### src/rtl/ysyx_25040109_pkg.sv
// Shared types and constants for the ysyx_25040109 fetch unit.
package ysyx_25040109_pkg;

  typedef enum logic [2:0] {
    IDLE    = 3'd0,
    FETCH   = 3'd1,
    WAIT_R  = 3'd2,
    OUT     = 3'd3,
    WAIT_PC = 3'd4
  } ifu_state_e;

  localparam logic [31:0] RESET_PC_DEFAULT = 32'h8000_0000;
  localparam logic [1:0]  RRESP_OKAY       = 2'b00;

  // A fetch address is usable only when it sits on a 4-byte boundary.
  function automatic logic is_word_aligned(input logic [1:0] addr_lo);
    return addr_lo == 2'b00;
  endfunction

endpackage

### src/rtl/ysyx_25040109_reg.sv
// Generic register with write enable and a parameterised reset value.
module ysyx_25040109_Reg #(
  parameter int               WIDTH     = 32,
  parameter logic [WIDTH-1:0] RESET_VAL = '0
) (
  input  logic             clk,
  input  logic             rst_n,
  input  logic             wen,
  input  logic [WIDTH-1:0] d,
  output logic [WIDTH-1:0] q
);

  // Hold value unless written; return to RESET_VAL on reset.
  always_ff @(posedge clk or negedge rst_n) begin
    // NOTE: clocked state uses non-blocking assignment so every flop samples pre-edge values.
    if (!rst_n)   q <= RESET_VAL;
    else if (wen) q <= d;
  end

endmodule

### src/rtl/ysyx_25040109_ifu.sv
// Instruction fetch unit: one outstanding read at a time, PC supplied by write-back.
module ysyx_25040109_ifu
  import ysyx_25040109_pkg::*;
#(
  parameter logic [31:0] RESET_PC = RESET_PC_DEFAULT
) (
  input  logic        clk,
  input  logic        rst_n,
  output logic        ifu_arvalid,
  output logic [31:0] ifu_araddr,
  input  logic        ifu_arready,
  input  logic        ifu_rvalid,
  input  logic [31:0] ifu_rdata,
  input  logic [1:0]  ifu_rresp,
  output logic        ifu_rready,
  output logic        out_valid,
  input  logic        out_ready,
  output logic [31:0] out_inst,
  output logic [31:0] out_pc,
  output logic        out_fault,
  input  logic        pc_upd_valid,
  input  logic [31:0] pc_upd
);

  ifu_state_e  state, state_nxt;
  logic [31:0] pc;
  logic        pc_wen;
  logic        upd_aligned;

  // The PC only moves when write-back hands over a new value in WAIT_PC.
  assign pc_wen      = (state == WAIT_PC) && pc_upd_valid;
  assign upd_aligned = is_word_aligned(pc_upd[1:0]);

  ysyx_25040109_Reg #(
    .WIDTH     (32),
    .RESET_VAL (RESET_PC)
  ) u_pc_reg (
    .clk   (clk),
    .rst_n (rst_n),
    .wen   (pc_wen),
    .d     (pc_upd),
    .q     (pc)
  );

  // State register; reset aborts any transaction in flight.
  always_ff @(posedge clk or negedge rst_n) begin
    if (!rst_n) state <= IDLE;
    else        state <= state_nxt;
  end

  // Next-state decode.
  always_comb begin
    // NOTE: default first so every path assigns state_nxt and no latch is inferred.
    state_nxt = state;
    unique case (state)
      IDLE:    state_nxt = FETCH;
      FETCH:   if (ifu_arready)  state_nxt = WAIT_R;
      WAIT_R:  if (ifu_rvalid)   state_nxt = OUT;
      OUT:     if (out_ready)    state_nxt = WAIT_PC;
      WAIT_PC: if (pc_upd_valid) state_nxt = upd_aligned ? FETCH : OUT;
      default: state_nxt = IDLE;
    endcase
  end

  // Moore handshake outputs: a single state owns each, so they never overlap.
  assign ifu_arvalid = (state == FETCH);
  assign ifu_rready  = (state == WAIT_R);
  assign out_valid   = (state == OUT);
  assign ifu_araddr  = pc;
  assign out_pc      = pc;

  // Packet capture: bus data in WAIT_R, or a synthesised fault for a misaligned PC.
  always_ff @(posedge clk or negedge rst_n) begin
    // NOTE: these are control-visible packet registers (not a storage array), so they get a defined reset.
    if (!rst_n) begin
      out_inst  <= 32'h0;
      out_fault <= 1'b0;
    end else if ((state == WAIT_R) && ifu_rvalid) begin
      out_inst  <= ifu_rdata;
      out_fault <= (ifu_rresp != RRESP_OKAY);
    end else if (pc_wen && !upd_aligned) begin
      out_inst  <= 32'h0;
      out_fault <= 1'b1;
    end
  end

endmodule

### config.mk
export PLATFORM = sky130hd
export DESIGN_NAME = ysyx_25040109_ifu
export DESIGN_NICKNAME = d
export VERILOG_FILES = /design/src/rtl/ysyx_25040109_pkg.sv /design/src/rtl/ysyx_25040109_reg.sv /design/src/rtl/ysyx_25040109_ifu.sv
export SDC_FILE = /design/constraint.sdc
export NUM_CORES = 1
export LEC_CHECK = 0
export CAP_MARGIN = 5
export CORE_ASPECT_RATIO = 0.8
export CORE_MARGIN = 2
export CORE_UTILIZATION = 35
export CTS_CLUSTER_DIAMETER = 50
export DETAILED_ROUTE_END_ITERATION = 16
export PLACE_DENSITY = 0.76
export SYNTH_ARGS = -nofsm -noshare
export SYNTH_HDL_FRONTEND = slang
export SYNTH_SLANG_ARGS = --single-unit
### constraint.sdc
create_clock -name clk -period 1.45 [get_ports clk]
set_input_delay 0.29 -clock clk [delete_from_list [all_inputs] [get_ports clk]]
set_output_delay 0.29 -clock clk [all_outputs]
set_load 0.03 [all_outputs]
==> impl_metrics.env, run 1 <==
export IMPL_status="finished with violations"
export IMPL_violations="setup timing"
export IMPL_fin_skew_ns=0.00822
export IMPL_drive_above_1_share_pct=38.1
export IMPL_clock_sinks=68
export IMPL_min_period_ns=1.56
export IMPL_synthAdderAreaFrac_pct=0
export IMPL_diodes=0
export IMPL_ys_top_cells_by_area="dfrtp_1 (53%), mux2_2 (11%), o21ai_2 (8.4%)"
export IMPL_min_path_type="primary input to async pin"
export IMPL_drc=0
export IMPL_final_max_slew_viol_count=0
export IMPL_yosysWarnings=0
export IMPL_synthFlopType="dfrtp_1"
export IMPL_setup_violations=66
export IMPL_synth_edff_count=0
export IMPL_area_growth_pct=68.3
export IMPL_grt_antenna_before_repair=0
export IMPL_clock_fmax_mhz=641
export IMPL_grt_pass1_wl_um=12300
export IMPL_p_leak_nw=2.50
export IMPL_r2r_cells=7
export IMPL_track_usage_pct=16.7
export IMPL_wl_per_cell_um=16.5
export IMPL_end_kind="output pin"
export IMPL_portBuffers=171
export IMPL_num_vias=2570
export IMPL_initial_core_util_pct=36.5
export IMPL_maxCapViolCount=0
export IMPL_netlist_area_um2=3140
export IMPL_via_per_inst=4.67
export IMPL_place_congestion=0.817
export IMPL_die_y_um=88.7
export IMPL_crit_chain="buf_6, buf_6, nor3_4, buf_6"
export IMPL_synth_seq_cells=68
export IMPL_cts_root_buf="clkbuf_8"
export IMPL_place_hpwl_um=5980
export IMPL_core_rowCount=30
export IMPL_synth_top_area_share_pct=53.4
export IMPL_clockBufferDepth=2
export IMPL_worst_slew_pin_slew_ns=0.435
export IMPL_nFillCells=720
export IMPL_cp_slowest_stage_delay_ns=0.39
export IMPL_overflow=0
export IMPL_seqCellArea_um2=1700
export IMPL_dr_pass1_iters=4
export IMPL_final_nets=505
export IMPL_fin_crit_sh_pct=108
export IMPL_syn_avg_cell_area_um2=11.7
export IMPL_reg2reg_slack_ns=-0.08
export IMPL_core_um2=8600
export IMPL_yosys_top_cells_count="dfrtp_1 (67), nand2_1 (66), buf_4 (32), mux2_2 (32), o21ai_2 (30)"
export IMPL_peakVddDrop_uv=1130
export IMPL_rsz0062_at_grt="true"
export IMPL_setup_worst_path_start_class="flop"
export IMPL_synth_simple_area_share_pct=11.0
export IMPL_syn_nets=341
export IMPL_yosysSeqAreaShare_pct=54.2
export IMPL_worst_slack_ns=-0.109
export IMPL_critPathArrivalTime_ns=1.27
export IMPL_synth_area_mux_share_pct=11.5
export IMPL_dieArea_um2=9750
export IMPL_fp_dieW_um=110
export IMPL_drt_initial_drc_count=66
export IMPL_synth_compound_area_share_pct=10.6
export IMPL_multi_input_area_um2=1240
export IMPL_crit_type="flop to output pin"
export IMPL_cp_required_ns=1.16
export IMPL_synth_top_area_cell="dfrtp_1"
export IMPL_grt_start_max_net_pins=33
export IMPL_slew_limit_headroom_pct=71.0
export IMPL_clock_latency_ns=0.34
export IMPL_ant_nets=0
export IMPL_tritoncts="done"
export IMPL_hold_viol=0
export IMPL_synth_top_family_by_area="buffers and inverters"
export IMPL_yosysMostFrequentCell="dfrtp_1"
export IMPL_synth_xor_area_share_pct=0
export IMPL_async_reset_ff_share_pct=100
export IMPL_htreeDepth=3
export IMPL_crit_top_cell="buf_6"
export IMPL_r2r_end="out_inst[30]"
export IMPL_wl_um=9090
export IMPL_fin_util_pct=61.5
export IMPL_cts_buffers=9
export IMPL_grt_pass1_vias=2498
export IMPL_dp_slack_ns=-0.356
export IMPL_cp_slowest_cell="dfrtp_1"
export IMPL_crit_fanout=4
export IMPL_ys_types=25
export IMPL_powerDensity_nw_per_um2=2170
export IMPL_reg2reg_from="state[0]"
export IMPL_clk_pin_slew_worst_paths_ns=0.08
export IMPL_syn_inst=269
export IMPL_io_pins=172
==> report_power, final <==
group | internal (W) | switching (W)
logic | 0.00258 | 0.00378
clock network | 0.00115 | 0.000729
registers | 0.00269 | 0.000557
==> cell type report <==
cell class | count | area share (%)
timing repair buffer | 202 | 37.1
clock buffer | 10 | 2.42
inverter | 1 | 0.118
multi-input combinational | 151 | 23.4
sequential | 68 | 32.2
clock inverter | 6 | 2.11
tap | 112 | 2.65
==> sequential cells by signal, indices dropped and copies added (netlist names) <==
name	cells
out_inst	32
u_pc_reg.q	32
state	3
out_fault	1
==> critical path: cells and delay by family (launching register included) <==
kind / cells / cell delay, ns
DFF: 1 / 0.39
and+or+nand+nor: 1 / 0.15
buffers and inverters: 3 / 0.39
==> layer usage <==
layer | GRT usage, % | routed length, µm | vias up
li1 | - | - | 1182
met1 | 20.4 | 3800 | 1273
met2 | 27.9 | 4480 | 106
met3 | 5.74 | 740 | 9
met4 | 5.18 | 74 | 0
met5 | 0 | 0 | -
==> cells in the final DEF (no fill, tap or decap), types with 2 or more instances in the layout <==
| master | n |
|---|---|
| clkbuf_8 | 9 |
| nand2_2 | 6 |
| clkbuf_16 | 6 |
| nand2_1 | 60 |
| nor4bb_4 | 2 |
| o21ai_2 | 32 |
| bufinv_16 | 3 |
| nor2b_1 | 2 |
| clkdlybuf4s15_1 | 21 |
| buf_12 | 6 |
| dlygate4sd2_1 | 39 |
| clkbuf_2 | 34 |
| buf_6 | 13 |
| buf_4 | 9 |
| mux2_4 | 32 |
| buf_8 | 2 |
| clkdlybuf4s50_1 | 70 |
| dfrtp_1 | 67 |
| nor2_4 | 2 |
==> through the flow <==
step / area, µm² / TNS, ns / total power [W] / hold WS [ns] / std cells
final: 5280 / -3.59 / 0.0115 / 0.432 / 550
after global routing: 5280 / -7.25 / 0.0121 / 0.450 / 550
after CTS: 5050 / -3.08 / 0.0111 / 0.418 / 541
after detailed placement: 4770 / -18.21 / 0.00966 / 0.255 / 517
after global placement: 4770 / -17.25 / 0.00953 / 0.255 / 517
after floorplan: 3150 / -1.27 / 0.00728 / -0.00559 / 269
==> cells by family (layout without fill, tap and decap cells) <==
| group | count (synthesis) | count (layout) |
|---|---|---|
| AO/OA/AOI/OAI | 40 | 40 |
| flip-flops | 68 | 68 |
| buffers and inverters | 50 | 219 |
| AND/OR/NAND/NOR | 79 | 79 |
| multiplexers | 32 | 32 |
==> how the worst max path moves through the flow <==
| stage | startpoint | endpoint | slack, ns | depth (start not counted) |
|---|---|---|---|---|
| after detailed placement | pc_upd_valid | u_pc_reg.q[14] | -0.36 | 5 |
| after global routing | state[2] | ifu_rready | -0.15 | 4 |
| final | state[2] | ifu_rready | -0.11 | 4 |
| after floorplan | state[1] | u_pc_reg.q[10] | -0.05 | 5 |
| after CTS | state[2] | ifu_arvalid | -0.12 | 4 |
| after global placement | pc_upd_valid | u_pc_reg.q[12] | -0.33 | 5 |
==> timing repair <==
action	4_1_cts	5_1_grt
gates cloned	0	8
pin swaps	3	28
endpoints found under the hold margin	27	0
setup endpoints to repair	128	120
setup buffers	7	1
resized for setup	124	130
hold buffers	1	0
Note: power is estimated with default switching activity, not from simulation.
==> run 2, diff against run 1 <==
--- a/config.mk
+++ b/config.mk
@@ -11,6 +11,7 @@
 export CORE_UTILIZATION = 35
 export CTS_CLUSTER_DIAMETER = 50
 export DETAILED_ROUTE_END_ITERATION = 16
+export HOLD_SLACK_MARGIN = 0.08
 export PLACE_DENSITY = 0.76
 export SYNTH_ARGS = -nofsm -noshare
 export SYNTH_HDL_FRONTEND = slang
==> results of run 2 <==
No change in the layout: final DEF, timing and power equal those of run 1.
